$ cat src/rtl/bfloat_pkg.sv
// Shared types and constants for the parametrised floating-point add/sub pipeline.
// Operand fields are sized for the widest supported format; narrower formats zero-extend.
package bfloat_pkg;

    typedef enum logic [1:0] {
        ZERO = 2'd0,
        NORM = 2'd1,
        INF  = 2'd2,
        NAN  = 2'd3
    } fp_class_e;

    localparam int MAX_EXP_W = 11;
    localparam int MAX_MAN_W = 52;

    // Unpacked operand; mant carries the hidden bit at position MAN_W.
    typedef struct packed {
        logic                 sign;
        fp_class_e            cls;
        logic [MAX_EXP_W-1:0] exp;
        logic [MAX_MAN_W:0]   mant;
    } operand_t;

    localparam int FLAG_INV = 2;
    localparam int FLAG_OVF = 1;
    localparam int FLAG_UNF = 0;

    function automatic logic [63:0] canon_nan(input int exp_w, input int man_w);
        logic [63:0] r;
        r = (((64'd1 << exp_w) - 64'd1) << man_w) | (64'd1 << (man_w - 1));
        return r;
    endfunction

endpackage

$ cat src/rtl/bfloat_norm_round.sv
// Final stage: normalise the raw mantissa sum, round to nearest even, detect
// overflow/underflow and pack the result word.
module bfloat_norm_round
    import bfloat_pkg::*;
#(
    parameter int EXP_W = 8,
    parameter int MAN_W = 7,
    parameter int W     = 1 + EXP_W + MAN_W
) (
    input  logic             sign,
    input  logic [EXP_W-1:0] exp,
    input  logic [MAN_W+4:0] sum,
    output logic [W-1:0]     result,
    output logic             overflow,
    output logic             underflow
);

    localparam int SW  = MAN_W + 5;
    localparam int LZW = $clog2(SW);
    localparam int EW  = EXP_W + 2;

    logic [LZW-1:0]       lz;
    logic [MAN_W+3:0]     norm;
    logic signed [EW-1:0] e_norm;
    logic signed [EW-1:0] e_fin;
    logic [MAN_W+1:0]     rounded;
    logic [MAN_W-1:0]     frac;
    logic                 round_up;

    always_comb begin
        lz = '0;
        for (int i = 0; i < SW - 1; i++) begin
            if (sum[i]) lz = LZW'(SW - 2 - i);
        end

        if (sum[SW-1]) begin
            norm   = {sum[SW-1:2], sum[1] | sum[0]};
            e_norm = $signed({2'b00, exp}) + EW'(1);
        end else begin
            norm   = sum[SW-2:0] << lz;
            e_norm = $signed({2'b00, exp}) - $signed({{(EW-LZW){1'b0}}, lz});
        end

        // norm = {hidden, frac, G, R, S}
        round_up = norm[2] & (norm[1] | norm[0] | norm[3]);
        rounded  = {1'b0, norm[MAN_W+3:3]} + (MAN_W+2)'(round_up);
        if (rounded[MAN_W+1]) begin
            e_fin = e_norm + EW'(1);
            frac  = rounded[MAN_W:1];
        end else begin
            e_fin = e_norm;
            frac  = rounded[MAN_W-1:0];
        end

        overflow  = 1'b0;
        underflow = 1'b0;
        if (sum == '0) begin
            result = '0;
        end else if (e_fin <= $signed(EW'(0))) begin
            result    = {sign, {(W-1){1'b0}}};
            underflow = 1'b1;
        end else if (e_fin >= $signed({2'b00, {EXP_W{1'b1}}})) begin
            result   = {sign, {EXP_W{1'b1}}, {MAN_W{1'b0}}};
            overflow = 1'b1;
        end else begin
            result = {sign, e_fin[EXP_W-1:0], frac};
        end
    end

endmodule

$ cat src/rtl/bfloat_addsub_pipe.sv
// Three-stage streaming floating-point adder/subtractor with valid/ready flow
// control; stage 1 aligns, stage 2 adds, stage 3 normalises/rounds into c.
module bfloat_addsub_pipe
    import bfloat_pkg::*;
#(
    parameter int EXP_W = 8,
    parameter int MAN_W = 7,
    parameter int W     = 1 + EXP_W + MAN_W
) (
    input  logic         clk,
    input  logic         rst,
    input  logic         in_valid,
    output logic         in_ready,
    input  logic [W-1:0] a,
    input  logic [W-1:0] b,
    input  logic         cntl,
    output logic         out_valid,
    input  logic         out_ready,
    output logic [W-1:0] c,
    output logic [2:0]   flags
);

    localparam logic [63:0]      NAN64   = canon_nan(EXP_W, MAN_W);
    localparam logic [W-1:0]     NAN_VAL = NAN64[W-1:0];
    localparam logic [EXP_W-1:0] EXP_MAX = '1;

    typedef struct packed {
        logic             valid;
        logic             special;
        logic [W-1:0]     spec_val;
        logic [2:0]       spec_flags;
        logic             sign;
        logic             eff_sub;
        logic [EXP_W-1:0] exp;
        logic [MAN_W+3:0] mag_lg;
        logic [MAN_W+3:0] mag_sm;
    } s1_t;

    typedef struct packed {
        logic             valid;
        logic             special;
        logic [W-1:0]     spec_val;
        logic [2:0]       spec_flags;
        logic             sign;
        logic [EXP_W-1:0] exp;
        logic [MAN_W+4:0] sum;
    } s2_t;

    s1_t s1_q, s1_d;
    s2_t s2_q, s2_d;
    logic         out_valid_q, out_valid_d;
    logic [W-1:0] c_q, c_d;
    logic [2:0]   flags_q, flags_d;
    logic         en;

    function automatic operand_t unpack(input logic [W-1:0] x);
        operand_t         u;
        logic [EXP_W-1:0] e;
        logic [MAN_W-1:0] f;
        e = x[W-2:MAN_W];
        f = x[MAN_W-1:0];
        u = '0;
        u.sign = x[W-1];
        if (e == '0) begin
            u.cls = ZERO;
        end else if (e == EXP_MAX) begin
            u.cls = (f == '0) ? INF : NAN;
        end else begin
            u.cls  = NORM;
            u.exp  = MAX_EXP_W'(e);
            u.mant = (MAX_MAN_W+1)'({1'b1, f});
        end
        return u;
    endfunction

    assign en       = !out_valid_q || out_ready;
    assign in_ready = en;

    // Stage 1: unpack, classify, order by magnitude, align the smaller operand.
    logic [W-1:0]             b_eff;
    operand_t                 ua, ub, ul, us;
    logic                     swap;
    logic [EXP_W-1:0]         ediff;
    logic [MAN_W:0]           ms;
    logic [2*(MAN_W+3)-1:0]   shift_vec;
    logic [MAN_W+3:0]         mag_sm;
    logic                     special;
    logic [W-1:0]             spec_val;
    logic [2:0]               spec_flags;
    logic                     unused_hi;

    // Only the low EXP_W/MAN_W+1 bits of the wide operand fields carry data.
    assign unused_hi = ^{ul, us};

    always_comb begin
        b_eff = {b[W-1] ^ cntl, b[W-2:0]};
        ua    = unpack(a);
        ub    = unpack(b_eff);
        swap  = {ua.exp, ua.mant} < {ub.exp, ub.mant};
        ul    = swap ? ub : ua;
        us    = swap ? ua : ub;
        ediff = ul.exp[EXP_W-1:0] - us.exp[EXP_W-1:0];
        ms    = us.mant[MAN_W:0];

        shift_vec = {ms, 2'b00, {(MAN_W+3){1'b0}}} >> ediff;
        if (32'(ediff) >= MAN_W + 3) begin
            mag_sm = {{(MAN_W+3){1'b0}}, |ms};
        end else begin
            mag_sm = {shift_vec[2*(MAN_W+3)-1 -: (MAN_W+3)], |shift_vec[MAN_W+2:0]};
        end

        special    = 1'b1;
        spec_val   = '0;
        spec_flags = '0;
        if (ua.cls == NAN || ub.cls == NAN) begin
            spec_val = NAN_VAL;
        end else if (ua.cls == INF && ub.cls == INF) begin
            if (ua.sign != ub.sign) begin
                spec_val             = NAN_VAL;
                spec_flags[FLAG_INV] = 1'b1;
            end else begin
                spec_val = {ua.sign, EXP_MAX, {MAN_W{1'b0}}};
            end
        end else if (ua.cls == INF) begin
            spec_val = {ua.sign, EXP_MAX, {MAN_W{1'b0}}};
        end else if (ub.cls == INF) begin
            spec_val = {ub.sign, EXP_MAX, {MAN_W{1'b0}}};
        end else if (ua.cls == ZERO && ub.cls == ZERO) begin
            spec_val = {ua.sign & ub.sign, {(W-1){1'b0}}};
        end else begin
            special = 1'b0;
        end

        s1_d = s1_q;
        if (en) begin
            s1_d.valid      = in_valid;
            s1_d.special    = special;
            s1_d.spec_val   = spec_val;
            s1_d.spec_flags = spec_flags;
            s1_d.sign       = ul.sign;
            s1_d.eff_sub    = ua.sign ^ ub.sign;
            s1_d.exp        = ul.exp[EXP_W-1:0];
            s1_d.mag_lg     = {ul.mant[MAN_W:0], 3'b000};
            s1_d.mag_sm     = mag_sm;
        end
    end

    // Stage 2: mantissa add/subtract; mag_lg >= mag_sm so the difference is non-negative.
    always_comb begin
        s2_d = s2_q;
        if (en) begin
            s2_d.valid      = s1_q.valid;
            s2_d.special    = s1_q.special;
            s2_d.spec_val   = s1_q.spec_val;
            s2_d.spec_flags = s1_q.spec_flags;
            s2_d.sign       = s1_q.sign;
            s2_d.exp        = s1_q.exp;
            s2_d.sum        = s1_q.eff_sub ? ({1'b0, s1_q.mag_lg} - {1'b0, s1_q.mag_sm})
                                           : ({1'b0, s1_q.mag_lg} + {1'b0, s1_q.mag_sm});
        end
    end

    logic [W-1:0] nr_result;
    logic         nr_ovf;
    logic         nr_unf;

    bfloat_norm_round #(
        .EXP_W (EXP_W),
        .MAN_W (MAN_W)
    ) u_norm_round (
        .sign      (s2_q.sign),
        .exp       (s2_q.exp),
        .sum       (s2_q.sum),
        .result    (nr_result),
        .overflow  (nr_ovf),
        .underflow (nr_unf)
    );

    // Stage 3: output registers change only when a new result is loaded.
    always_comb begin
        out_valid_d = out_valid_q;
        c_d         = c_q;
        flags_d     = flags_q;
        if (en) begin
            out_valid_d = s2_q.valid;
            if (s2_q.valid) begin
                if (s2_q.special) begin
                    c_d     = s2_q.spec_val;
                    flags_d = s2_q.spec_flags;
                end else begin
                    c_d               = nr_result;
                    flags_d           = '0;
                    flags_d[FLAG_OVF] = nr_ovf;
                    flags_d[FLAG_UNF] = nr_unf;
                end
            end
        end
    end

    always_ff @(posedge clk or posedge rst) begin
        if (rst) begin
            s1_q        <= '0;
            s2_q        <= '0;
            out_valid_q <= 1'b0;
            c_q         <= '0;
            flags_q     <= '0;
        end else begin
            s1_q        <= s1_d;
            s2_q        <= s2_d;
            out_valid_q <= out_valid_d;
            c_q         <= c_d;
            flags_q     <= flags_d;
        end
    end

    assign out_valid = out_valid_q;
    assign c         = c_q;
    assign flags     = flags_q;

endmodule

$ cat config.mk
export PLATFORM = sky130hd
export DESIGN_NAME = bfloat_addsub_pipe
export DESIGN_NICKNAME = d
export VERILOG_FILES = /design/src/rtl/bfloat_pkg.sv /design/src/rtl/bfloat_norm_round.sv /design/src/rtl/bfloat_addsub_pipe.sv
export SDC_FILE = /design/constraint.sdc
export NUM_CORES = 1
export LEC_CHECK = 0
export BUFFER_PORTS_ARGS = -buffer_cell sky130_fd_sc_hd__buf_2
export CAP_MARGIN = 10
export CORE_MARGIN = 2
export CORE_UTILIZATION = 40
export DETAILED_ROUTE_END_ITERATION = 16
export HOLD_SLACK_MARGIN = 0.12
export PLACE_DENSITY = 0.64
export SLEW_MARGIN = 25
export SYNTH_ARGS = -nofsm -noshare
export SYNTH_HDL_FRONTEND = slang
export SYNTH_SLANG_ARGS = --single-unit
$ cat constraint.sdc
create_clock -name clk -period 13.9 [get_ports clk]
set_input_delay 0.695 -clock clk [delete_from_list [all_inputs] [get_ports clk]]
set_output_delay 0.695 -clock clk [all_outputs]
set_load 0.01 [all_outputs]
==> impl_metrics.yaml <==
sta:
  fin_crit_sh_pct: 46.3
  slew_viol_final: 0
  tightest_slew_ns: 0.955
  relSlewSlack_pct: 36.3
  period_minus_slack_ns: 6.44
  setup_slack_ns: 7.46
  max_freq_mhz: 155
  setup_viol: 0
  hold_violations: 0
  rsz0062_at_grt: "false"
  tns_ns: 0
  skew_ns: 0.00871
die:
  die_area_sq_um: 20200
  ios: 58
  placement_rows: 50
  die_y_um: 142
  start_util_pct: 40.8
  fp.dieW_um: 142
  core_area_sq_um: 18700
logic_synthesis:
  ys_types: 87
  synthTopCellsByArea: "dfrtp_1, nand2_1, ha_1"
  syn_inst: 991
  synth_top_area_cell: "dfrtp_1"
  synth.avg_cell_area_sq_um: 7.70
  ys_warn_count: 0
  yosysTopAreaCellShare_pct: 26.9
  synth_seq_cells: 82
  synth_edf_count: 0
  ys_seq_area_share_pct: 26.9
  synth_nets: 1071
  synth_ff_type: "dfrtp_1"
  netlist_area_sq_um: 7630
  synth-async-reset-ratio_pct: 100
routing:
  drtIter0Drc: 466
  vias: 7228
  drc: 0
  wl_um: 19800
  drt_pre_antenna_iters: 4
  routedWlPerCell_um: 15.8
  viasPerCell: 5.76
  ant_nets: 0
min_path:
  min_path_type: "reg -> reg"
  whs_path_depth: 2
  min_to: "s2_q[30]"
  hp-start: "s2_q[30]"
power:
  vdd_drop_max_v: 0.0000909
  p_sw_share_pct: 48.8
  leakagePower_uw: 0.00357
  p_comb_share_pct: 59.6
  clockPowerShare_pct: 14.2
  p_per_area_nw_per_um2: 194
  p_switching_uw: 788
  p_int_uw: 828
  finalPower_uw: 1620
  pwr-share-seq_pct: 26.3
clocking:
  cts.sink_count: 82
  clockBufferDepth: 2
  tritoncts: "yes"
  clk_pin_slew_ns: 0.07
  cts_buffers: 9
  cts_root_buffer: "clkbuf_16"
  clock_latency_ns: 0.35
  postCtsHoldBufs: 0
  cts_setup_buffers: 0
  cts_resized: 0
  h-tree-depth: 3
final_layout:
  drive_above_1_share_pct: 12.0
  finalNonFillerCells: 1254
  design.final.nets: 1095
  syn_to_final_growth_pct: 9.45
  n_antenna_cell: 0
critical_path:
  reg2reg_slack_ns: 8.62
  required_ns: 14.12
  worst_r2r_endpoint: "c[5]"
  r2r_start: "s2_q[1]"
  worst_setup_path_end_kind: "register"
  path_class: "in -> reg"
  path_max_fanout: 24
  critPathLaunchType: "primary input"
  crit_arrival_ns: 6.66
  worstRegToRegCells: 18
placed_design:
  gp_congestion: 0.908
  placed_cells: 1238
  port_buffers: 57
  dp_hpwl_um: 15100
  place_ws_ns: 7.28
run_status:
  status: "finished, final reports clean"
global_routing:
  grt_pass1_wl_um: 33400
  gr-total-overflow: 0
  grt_pass1_vias: 6578
  grt_usage_pct: 20.2
  grt_max_degree: 83
  antenna_found_initial: 0
run:
  cap_viol_max_count: 0
## power groups by stage
stage	combinational (uW)	clock, uW	sequential [uW]
3_5_place_dp	955	0	427
5_1_grt	1080	244	440
3_3_place_gp	949	0	426
4_1_cts	959	235	423
6_report	963	229	424
2_1_floorplan	783	0	381
## area by class of cell
cell class | count | area (sq um)
clock buffers | 10 | 239
multi-input cells | 812 | 5200
well taps | 234 | 293
clock inverters | 6 | 48.8
repair buffers | 63 | 334
inverters | 47 | 178
flip-flops and latches | 82 | 2050
fillers | 1896 | 10400
## sequential cells by signal, indices dropped and copies added, names as in the netlist
register and cells:
s2_q 27, c 16, s1_q 35, out_valid 1, flags 3
## cell usage in the layout, fill, tap and decap left out, types with 14 or more instances in the layout
master / Yosys / routed
buf_2: 11 / 57
nand3_1: 23 / 23
xor2_1: 16 / 16
mux2i_1: 22 / 22
ha_1: 41 / 41
o21ai_0: 67 / 67
nand2_1: 156 / 156
nor3_1: 29 / 29
nor2_1: 102 / 101
dfrtp_1: 82 / 82
a21oi_1: 72 / 71
o211ai_1: 14 / 14
inv_1: 44 / 43
xnor2_1: 18 / 18
## worst max-delay path, cell delays in order
cell and delay (ns):
buf_2 0.15, nand4_1 0.22, nor2_1 0.13, a21oi_1 0.71
nand2_1 0.20, inv_1 0.13, ha_1 0.24, a21oi_1 0.13
o21ai_0 0.08, a2111oi_0 0.56, o22ai_1 0.34, o21ai_2 0.51
nand2_1 0.45, buf_4 0.38, a21oi_1 0.32, and3_1 0.26
xnor2_1 0.19, a2111oi_2 0.60, o311a_1 0.26, a21oi_1 0.06
## cell families (layout without fill, tap and decap cells)
group	count (synthesis)	in the layout	synth area share, %
XOR/XNOR	34	34	3.90
adder cells (fa/ha/maj)	44	44	7.38
multiplexers	34	34	5.25
flip-flops	82	82	26.9
buffers and inverters	97	126	5.05
AO/OA/AOI/OAI	292	292	26.4
AND/OR/NAND/NOR	408	408	25.2
## cell usage after synthesis, types with 14 or more instances
cell,count
a21oi_1,72
mux2i_1,22
nand2_1,156
xor2_1,16
dfrtp_1,82
nand3_1,23
nor3_1,29
o21ai_0,67
o211ai_1,14
nor2_1,102
inv_1,44
clkbuf_1,34
xnor2_1,18
ha_1,41
## per-stage QoR
stage | util [%] | area (sq um) | hold slack, ns
floorplan | - | 7630 | 0.430
finish | 44.6 | 8350 | 0.460
global route | 44.6 | 8350 | 0.476
detailed placement | 43.1 | 8050 | 0.452
global placement | 43.0 | 8050 | 0.442
CTS | 44.6 | 8340 | 0.467
## how the worst max path moves through the flow
stage | startpoint | endpoint | cells after the start
finish | a[10] | s1_q[0] | 20
global route | a[10] | s1_q[0] | 20
CTS | b[10] | s1_q[0] | 19
detailed placement | b[10] | s1_q[0] | 19
global placement | b[10] | s1_q[0] | 19
floorplan | b[9] | s1_q[0] | 19
## per-layer routing
layer | global-route usage, % | wire length, um | up-vias
li1 | - | - | 3647
met1 | 29.3 | 9820 | 3378
met2 | 30.8 | 8760 | 175
met3 | 2.76 | 801 | 28
met4 | 6.74 | 422 | 0
met5 | 0 | 0 | -
(Power assumes the default switching activity.)
